--- config.mk ---
export PLATFORM = sky130hd
export DESIGN_NAME = pio_mem_mux
export DESIGN_NICKNAME = d
export VERILOG_FILES = /design/src/rtl/pio_mem_mux.sv
export SDC_FILE = /design/constraint.sdc
export NUM_CORES = 1
export LEC_CHECK = 0
export CAP_MARGIN = 20
export CORE_MARGIN = 2
export CORE_UTILIZATION = 41
export CTS_CLUSTER_DIAMETER = 120
export DETAILED_ROUTE_END_ITERATION = 10
export PLACE_DENSITY = 0.82
export SYNTH_ARGS = -nofsm -noshare
export SYNTH_HDL_FRONTEND = slang
export SYNTH_SLANG_ARGS = --single-unit
--- constraint.sdc ---
create_clock -name clk -period 1.7 [get_ports clk]
set_input_delay 0.425 -clock clk [delete_from_list [all_inputs] [get_ports clk]]
set_output_delay 0.425 -clock clk [all_outputs]
set_load 0.1 [all_outputs]
--- src/rtl/pio_mem_mux.sv ---
// PIO target multiplexer fanning one slave port out to NUM_CH table memories.
// Optional BUSY timeout is compiled in with `define PIO_MUX_TIMEOUT_EN.
module pio_mem_mux #(
   parameter int              NUM_CH      = 4,
   parameter int              PIO_NBITS   = 32,
   parameter int              SEL_LSB     = 16,
   parameter int              SEL_NBITS   = 3,
   parameter int              TIMEOUT_CYC = 64,
   parameter logic [31:0]     ERR_DATA    = 32'hDEAD_BEEF
) (
   input  logic                        clk,
   input  logic                        rst,
   input  logic                        clk_div,
   input  logic                        reg_bs,
   input  logic                        reg_wr,
   input  logic                        reg_rd,
   input  logic [PIO_NBITS-1:0]        reg_addr,
   input  logic [NUM_CH-1:0]           mem_ack,
   input  logic [NUM_CH*PIO_NBITS-1:0] mem_rdata,
   output logic [NUM_CH-1:0]           reg_ms,
   output logic                        pio_ack,
   output logic                        pio_rvalid,
   output logic [PIO_NBITS-1:0]        pio_rdata,
   output logic                        pio_err,
   output logic [7:0]                  err_cnt
);

   localparam logic [PIO_NBITS-1:0] ERR_WORD = PIO_NBITS'(ERR_DATA);

   if (NUM_CH < 1 || NUM_CH > 8 || (1 << SEL_NBITS) < NUM_CH ||
       TIMEOUT_CYC < 1 || TIMEOUT_CYC > 255) begin : g_bad_cfg
      $error("pio_mem_mux: illegal parameter set");
   end

   typedef enum logic [2:0] {
      IDLE,
      BUSY,
      UNMAP,
      DONE,
      RESP
   } state_t;

   state_t                state;
   state_t                state_nx;
   logic [SEL_NBITS-1:0]  idx;
   logic [SEL_NBITS-1:0]  idx_in;
   logic                  is_rd;
   logic                  err;
   logic [PIO_NBITS-1:0]  hold;
   logic                  req;
   logic                  sel_ok;
   logic                  ack_hit;
   logic [PIO_NBITS-1:0]  rdata_sel;
   logic                  to_hit;
   logic                  unused_addr;

   assign idx_in      = reg_addr[SEL_LSB +: SEL_NBITS];
   assign req         = reg_bs & (reg_rd | reg_wr);
   assign sel_ok      = 32'(idx_in) < NUM_CH;
   assign unused_addr = ^reg_addr;

   // Only the latched channel may complete the access.
   always_comb begin
      ack_hit   = 1'b0;
      rdata_sel = '0;
      for (int i = 0; i < NUM_CH; i++) begin
         if (32'(idx) == i) begin
            ack_hit   = mem_ack[i];
            rdata_sel = mem_rdata[i*PIO_NBITS +: PIO_NBITS];
         end
      end
   end

`ifdef PIO_MUX_TIMEOUT_EN
   logic [7:0] tcnt;

   assign to_hit = (tcnt == 8'(TIMEOUT_CYC));

   always_ff @(posedge clk) begin
      if (rst)
         tcnt <= '0;
      else if (state == IDLE)
         tcnt <= '0;
      else if (state == BUSY && clk_div)
         tcnt <= tcnt + 8'd1;
   end
`else
   assign to_hit = 1'b0;
`endif

   always_comb begin
      state_nx = state;
      unique case (state)
         IDLE:    if (req) state_nx = sel_ok ? BUSY : UNMAP;
         BUSY:    if (ack_hit || to_hit) state_nx = DONE;
         UNMAP:   state_nx = DONE;
         DONE:    if (clk_div) state_nx = RESP;
         RESP:    if (clk_div) state_nx = IDLE;
         default: state_nx = IDLE;
      endcase
   end

   always_ff @(posedge clk) begin
      if (rst) begin
         state      <= IDLE;
         idx        <= '0;
         is_rd      <= 1'b0;
         err        <= 1'b0;
         hold       <= '0;
         reg_ms     <= '0;
         pio_ack    <= 1'b0;
         pio_rvalid <= 1'b0;
         pio_rdata  <= '0;
         pio_err    <= 1'b0;
         err_cnt    <= '0;
      end else begin
         state <= state_nx;
         unique case (state)
            IDLE: begin
               if (req) begin
                  idx   <= idx_in;
                  is_rd <= reg_rd;
                  if (sel_ok) reg_ms <= NUM_CH'(1) << idx_in;
               end
            end
            BUSY: begin
               if (ack_hit) begin
                  hold   <= rdata_sel;
                  err    <= 1'b0;
                  reg_ms <= '0;
               end else if (to_hit) begin
                  hold   <= ERR_WORD;
                  err    <= 1'b1;
                  reg_ms <= '0;
               end
            end
            UNMAP: begin
               hold <= ERR_WORD;
               err  <= 1'b1;
            end
            DONE: begin
               if (clk_div) begin
                  pio_ack    <= 1'b1;
                  pio_rvalid <= is_rd;
                  pio_rdata  <= is_rd ? hold : '0;
                  pio_err    <= err;
                  if (err && err_cnt != 8'hFF) err_cnt <= err_cnt + 8'd1;
               end
            end
            RESP: begin
               if (clk_div) begin
                  pio_ack    <= 1'b0;
                  pio_rvalid <= 1'b0;
                  pio_rdata  <= '0;
                  pio_err    <= 1'b0;
               end
            end
            default: ;
         endcase
      end
   end

endmodule

==> run metrics, run 1 <==
status=complete, no violations; standard-cell row count=37; async set-or-reset flop fraction in the synthesized netlist=0%; data arrival time of the critical path=1.91 ns; number of nets produced by synthesis=605; Post-synth top flop=sky130_fd_sc_hd__dfxtp_1; number of enable flip-flop cells after synthesis=0; net total in the final layout=790; kind of launch point of the worst setup path=input pin; largest net degree at the start of global routing=43; share of power burned in the clock network=27.4%; maximum achievable frequency=just over 0.6 GHz; total negative setup slack=0 ns; buffer type at the clock tree root=sky130_fd_sc_hd__clkbuf_8; power spent charging and discharging nets=1.39 mW; switching share of total power=28.5%; starting DRC count in detailed routing=between 200 and 250; leakage power summed over all cells=2.49 nW; gate count of the mapped netlist=434; internal power component=around 3.5 mW; count of final hold-check violations=0; crit path capture type=flop; Synth Warn #=0; clk buf depth=2; sequential share of power=roughly 47%; total global routing overflow=0; total number of vias=4275; die area=between 10000 and 15000 um^2; Syn Std Cell Area=4310 um^2; Final Cycle Share=96.9%; Combinational Power Share=a little over a quarter; aggregate routed wire length=13.9 mm; highest fanout seen on the critical path=5; met2 track demand over resource in global routing=roughly 43%; RSZ-0062 raised after global routing=yes; Final min period=1.65 ns; ratio of routed vias to standard cells=5.63; worst supply voltage drop on vdd=582 uV; via count of the first global-routing pass=4484; half-perimeter wire length after placement=10.4 mm; core area=10300 um^2; total power per unit cell area=678 nW/um^2; number of sinks on the clock net=87; clock tree from TritonCTS=yes; required time of the critical path=roughly 2.0 ns; Post-Syn Area per Cell=just under 10 um^2; Most Crowded Layer GR=met2; FF+latch count, synth=87; num ports=217; port bufs=187; # DRC=0; antenna violation net count after detailed routing=0; level count of the clock H-tree=3; multi-input logic area=2390 um^2; grt met3 use=6.13%; wire length per cell after detailed routing=18.3 um; most common library cell in the layout ignoring fill and taps=sky130_fd_sc_hd__clkdlybuf4s50_1; starting density of the core=a little over two fifths; number of filler instances in the final layout=777; Slew @ Worst Pin=0.594 ns; Final Wtd Congestion=0.781; clock edge transition at the registers on the reported setup and hold paths=0.09 ns; share of the core filled with cells=69.9%; global routing usage on met1=28.0%; power consumption=4.87 mW; all-layer global routing usage=24.3%; number of distinct library cell variants in the gate-level netlist after synthesis=50; Clock Latency Late Sink=~0.34 ns; count of TritonRoute iterations in the first routing pass=5; Antenna diodes=0; Hold WC Path Type=flop to flop; max-slew violation total from the final report=0; number of buffers created by CTS=9; fraction of layout cells with a size suffix above 1=about a quarter; x dimension of the die=107 um; skew final=0.0180 ns; category of the most critical setup path=input pin to flop; sequential fraction of the synthesis area=40.4%; DP Area=6970 um^2; flip-flop and latch area=between 1500 and 2000 um^2; summed area of non-filler cells in the final layout=around 7200 um^2; commonest non-fill, non-tap cells in the layout=139 x sky130_fd_sc_hd__clkdlybuf4s50_1, 75 x sky130_fd_sc_hd__dfxtp_1, 64 x sky130_fd_sc_hd__nor2_1, 54 x sky130_fd_sc_hd__buf_12, 33 x sky130_fd_sc_hd__a22oi_1; first-pass GRT wire length=21.9 mm; initial antenna violation count=0; Max-cap violations=0; Setup Viol. Count Final=0; Slew HR=roughly three fifths; layout overhead on the synthesized area=66.6%; floorplan die height=107 um
area by class of cell:
type                            count  share of cell area (%)
Timing Repair Buffer              215                    37.0
Clock buffer                       12                    2.16
Clock inverter                      4                   0.418
Sequential cell                    87                    24.7
Inverter                            3                   0.157
Multi-Input combinational cell    303                    33.3
Tap cell                          136                    2.37
state kept, by name (all words and copies together), names as in the netlist:
register    count
pio_ack         1
reg_ms          4
err_cnt         8
idx             3
hold           32
err             1
is_rd           1
pio_rvalid      1
pio_err         1
pio_rdata      32
state           3
per-layer routing:
layer	wire, um	part of all wire (%)	up-vias
met3	1230	8.9	16
met2	7070	51	198
met1	5350	39	2040
met4	231	1.7	0
li1	-	-	2021
met5	0	0	-
final timing paths:
path	depth (start not counted)	startpoint	slack [ns]	to
hold / removal	2	is_rd	0.46	is_rd
setup reg to reg	6	err_cnt[0]	0.09	err_cnt[6]
setup / recovery	5	clk_div	0.05	err_cnt[3]
hold reg to reg	2	is_rd	0.46	is_rd
per-stage QoR:
step / worst slack [ns] / hold slack, ns / std cells
floorplan: 0.0785 / 0.432 / 434
global placement: -0.224 / 0.445 / 742
detailed placement: -0.283 / 0.457 / 743
CTS: 0.0226 / 0.470 / 759
global route: -0.0228 / 0.495 / 760
finish: 0.0535 / 0.463 / 760
synth_stat cells, types with 2 or more instances:
cell type / n / area share, %
sky130_fd_sc_hd__a21oi_1: 15 / 1.7
sky130_fd_sc_hd__a22oi_1: 33 / 5.7
sky130_fd_sc_hd__and2_1: 2 / 0.29
sky130_fd_sc_hd__buf_1: 2 / 0.17
sky130_fd_sc_hd__buf_2: 14 / 1.6
sky130_fd_sc_hd__buf_4: 5 / 0.87
sky130_fd_sc_hd__buf_6: 2 / 0.52
sky130_fd_sc_hd__clkbuf_1: 18 / 1.6
sky130_fd_sc_hd__dfxtp_1: 87 / 40
sky130_fd_sc_hd__inv_1: 3 / 0.26
sky130_fd_sc_hd__mux2i_1: 15 / 3.5
sky130_fd_sc_hd__mux4_2: 29 / 15
sky130_fd_sc_hd__nand2_1: 19 / 1.7
sky130_fd_sc_hd__nand2b_1: 2 / 0.29
sky130_fd_sc_hd__nand3_1: 7 / 0.81
sky130_fd_sc_hd__nand3b_1: 10 / 1.7
sky130_fd_sc_hd__nand4_1: 23 / 3.3
sky130_fd_sc_hd__nor2_1: 65 / 5.7
sky130_fd_sc_hd__nor3_1: 11 / 1.3
sky130_fd_sc_hd__nor3b_1: 2 / 0.35
sky130_fd_sc_hd__nor4_1: 3 / 0.44
sky130_fd_sc_hd__o21a_1: 2 / 0.35
sky130_fd_sc_hd__o21ai_0: 7 / 0.81
sky130_fd_sc_hd__o22ai_1: 3 / 0.44
sky130_fd_sc_hd__o31ai_1: 24 / 4.2
sky130_fd_sc_hd__or3_1: 3 / 0.44
sky130_fd_sc_hd__or4_1: 4 / 0.70
sky130_fd_sc_hd__or4b_1: 2 / 0.46
cells by family after synthesis:
logic type	share of synthesized area, %
xor gates and xnor gates	0.203
AOI/OAI and AO/OA	15.2
muxes	19.2
and+or+nand+nor	19.6
buffers and inverters	5.14
adders and majority gates	0.290
DFF	40.4
timing repair:
item,4_1_cts,5_1_grt
endpoints found under the hold margin,0,0
setup buffers,0,0
setup endpoints to repair,0,20
hold buffers,0,0
resized for setup,0,4
power groups by stage:
stage	registers, mW	logic, mW	clock network (mW)
5_1_grt	2.29	1.36	1.44
3_3_place_gp	2.30	1.21	0
4_1_cts	2.26	1.27	1.36
2_1_floorplan	2.30	0.657	0
3_5_place_dp	2.31	1.26	0
6_report	2.27	1.27	1.34
critical path, stage by stage:
cell                              delay [ns]
sky130_fd_sc_hd__clkdlybuf4s50_1        0.49
sky130_fd_sc_hd__and4b_4                0.31
sky130_fd_sc_hd__o211ai_4               0.11
sky130_fd_sc_hd__or4_1                  0.42
sky130_fd_sc_hd__a21oi_1                0.15
Power figures use the tool's default switching activity.
==> run 2: changes to the inputs <==
--- a/config.mk
+++ b/config.mk
@@ -5,6 +5,7 @@
 export SDC_FILE = /design/constraint.sdc
 export NUM_CORES = 1
 export LEC_CHECK = 0
+export ABC_CLOCK_PERIOD_IN_PS = 1700
 export CAP_MARGIN = 20
 export CORE_MARGIN = 2
 export CORE_UTILIZATION = 41
==> results of run 2 <==
The final DEF is identical to that of run 1; final timing and power are the same.
==> run 3: changes to the inputs <==
--- a/config.mk
+++ b/config.mk
@@ -12,6 +12,8 @@
 export CTS_CLUSTER_DIAMETER = 120
 export DETAILED_ROUTE_END_ITERATION = 10
 export PLACE_DENSITY = 0.82
+export SETUP_SLACK_MARGIN = 0.4
+export SKIP_CTS_REPAIR_TIMING = 1
 export SYNTH_ARGS = -nofsm -noshare
 export SYNTH_HDL_FRONTEND = slang
 export SYNTH_SLANG_ARGS = --single-unit
==> run metrics, run 3 (synthesis results as in run 1) <==
status=complete, no violations; # DRC=0; die area=around 11000 um^2; standard-cell row count=37; placement-stage worst setup slack=-0.326 ns; power spent charging and discharging nets=1.64 mW; Slew @ Worst Pin=0.506 ns; Final Wtd Congestion=0.791; all-layer global routing usage=25.4%; flop-to-flop setup slack=0.05 ns; cell count of the worst reg-to-reg path=4; first-pass GRT wire length=22.9 mm; number of sinks on the clock net=87; Hold WC Path Type=input pin to flop; highest fanout seen on the critical path=7; category of the most critical setup path=flop to flop; leakage power summed over all cells=3.08 nW; RSZ-0062 raised after global routing=yes; Final Cycle Share=96.9%; Antenna diodes=0; max-slew violation total from the final report=0; commonest non-fill, non-tap cells in the layout=133 x sky130_fd_sc_hd__clkdlybuf4s50_1, 64 x sky130_fd_sc_hd__nor2_1, 62 x sky130_fd_sc_hd__buf_12, 51 x sky130_fd_sc_hd__buf_4, 34 x sky130_fd_sc_hd__dfxtp_1; share of power burned in the clock network=26.3%; final worst hold slack=between 0.3 and 0.4 ns; most common library cell in the layout ignoring fill and taps=sky130_fd_sc_hd__clkdlybuf4s50_1; power consumption=5.33 mW; aggregate routed wire length=between 15 and 20 mm; largest registers=hold: 32 flops, pio_rdata: 32 flops, err_cnt: 8 flops; sequential share of power=42.7%; starting DRC count in detailed routing=239; Combinational Power Share=31.0%; skew final=0.0160 ns; num ports=217; total global routing overflow=0; via count of the first global-routing pass=4694; worst supply voltage drop on vdd=438 uV; total negative setup slack=0 ns; placed instance count=between 700 and 800; FF-to-FF End=err_cnt[5]; Final min period=1.65 ns; switching share of total power=30.8%; Cell Count, Final, Fillers Out=around 830; net total in the final layout=856; fraction of layout cells with a size suffix above 1=47.1%; required time of the critical path=1.98 ns; total power per unit cell area=628 nW/um^2; least setup slack across all paths after layout=between 0.05 and 0.06 ns; Clock Latency Late Sink=0.36 ns; worst setup path start=state[2]; clock tree from TritonCTS=yes; worst flop-to-flop path startpoint=state[2]; crit path capture type=flop; half-perimeter wire length after placement=10.7 mm; x dimension of the die=around 110 um; initial antenna violation count=0; antenna violation net count after detailed routing=0; Max-cap violations=0; level count of the clock H-tree=3; DP Area=7300 um^2; min-delay src=reg_bs; kind of launch point of the worst setup path=flop; starting density of the core=41.9%; clk buf depth=2; floorplan die height=107 um; layout overhead on the synthesized area=96.8%; port bufs=187; number of buffers created by CTS=9; total number of vias=4741; destination of the critical timing path=err_cnt[5]; summed area of non-filler cells in the final layout=8480 um^2; internal power component=3.69 mW; ratio of routed vias to standard cells=5.74; clock edge transition at the registers on the reported setup and hold paths=0.10 ns; Slew HR=between 60% and 70%; maximum achievable frequency=around 0.61 GHz; count of final hold-check violations=0; count of TritonRoute iterations in the first routing pass=5; buffer type at the clock tree root=sky130_fd_sc_hd__clkbuf_8; core area=approximately 10000 um^2; data arrival time of the critical path=between 1.5 and 2 ns; share of the core filled with cells=82.5%; wire length per cell after detailed routing=20.5 um; largest net degree at the start of global routing=31; Setup Viol. Count Final=0
## run 3: changes by cell type in the layout (fill, tap and decap cells not counted), sizes merged
cell	delta
clkdlybuf4s50	-6
clkinv	-1
inv	+2
dlymetal6s2s	+6
clkbuf	+4
buf	+61
## run 3: how the worst min path moves through the flow
| stage | cells after the start | slack [ns] | end |
|---|---|---|---|
| CTS | 2 | 0.47 | is_rd |
| detailed placement | 2 | 0.46 | is_rd |
| global placement | 2 | 0.46 | is_rd |
| finish | 3 | 0.39 | is_rd |
| floorplan | 2 | 0.44 | is_rd |
| global route | 3 | 0.41 | is_rd |
## run 3: worst max-delay path, cell delays in order (launching register included)
cell,delay [ns]
sky130_fd_sc_hd__dfxtp_4,0.38
sky130_fd_sc_hd__and4b_4,0.38
sky130_fd_sc_hd__o211ai_4,0.10
sky130_fd_sc_hd__or4_1,0.56
sky130_fd_sc_hd__a21oi_1,0.15
## run 3: layout make-up
cell class | count | area, um^2
Timing Repair Buffer | 281 | 3430
Multi-Input combinational cell | 303 | 2810
Sequential cell | 87 | 1870
Fill cell | 562 | 1790
Tap cell | 136 | 170
Clock buffer | 11 | 151
Clock inverter | 5 | 40.0
Inverter | 3 | 11.3
## run 3: power groups by stage
stage / Sequential, mW / Clock [mW] / Combinational (mW)
after detailed placement: 2.33 / 0 / 1.31
after global routing: 2.29 / 1.50 / 1.75
after floorplan: 2.32 / 0 / 0.717
after global placement: 2.31 / 0 / 1.27
final: 2.28 / 1.40 / 1.65
after CTS: 2.28 / 1.41 / 1.32
## run 3: layer usage
layer / routed length, um / track usage [%] / vias to the layer above
li1: - / - / 2159
met1: 6120 / 28.3 / 2295
met2: 9020 / 46.6 / 243
met3: 1240 / 5.76 / 44
met4: 550 / 10.2 / 0
met5: 0 / 0 / -
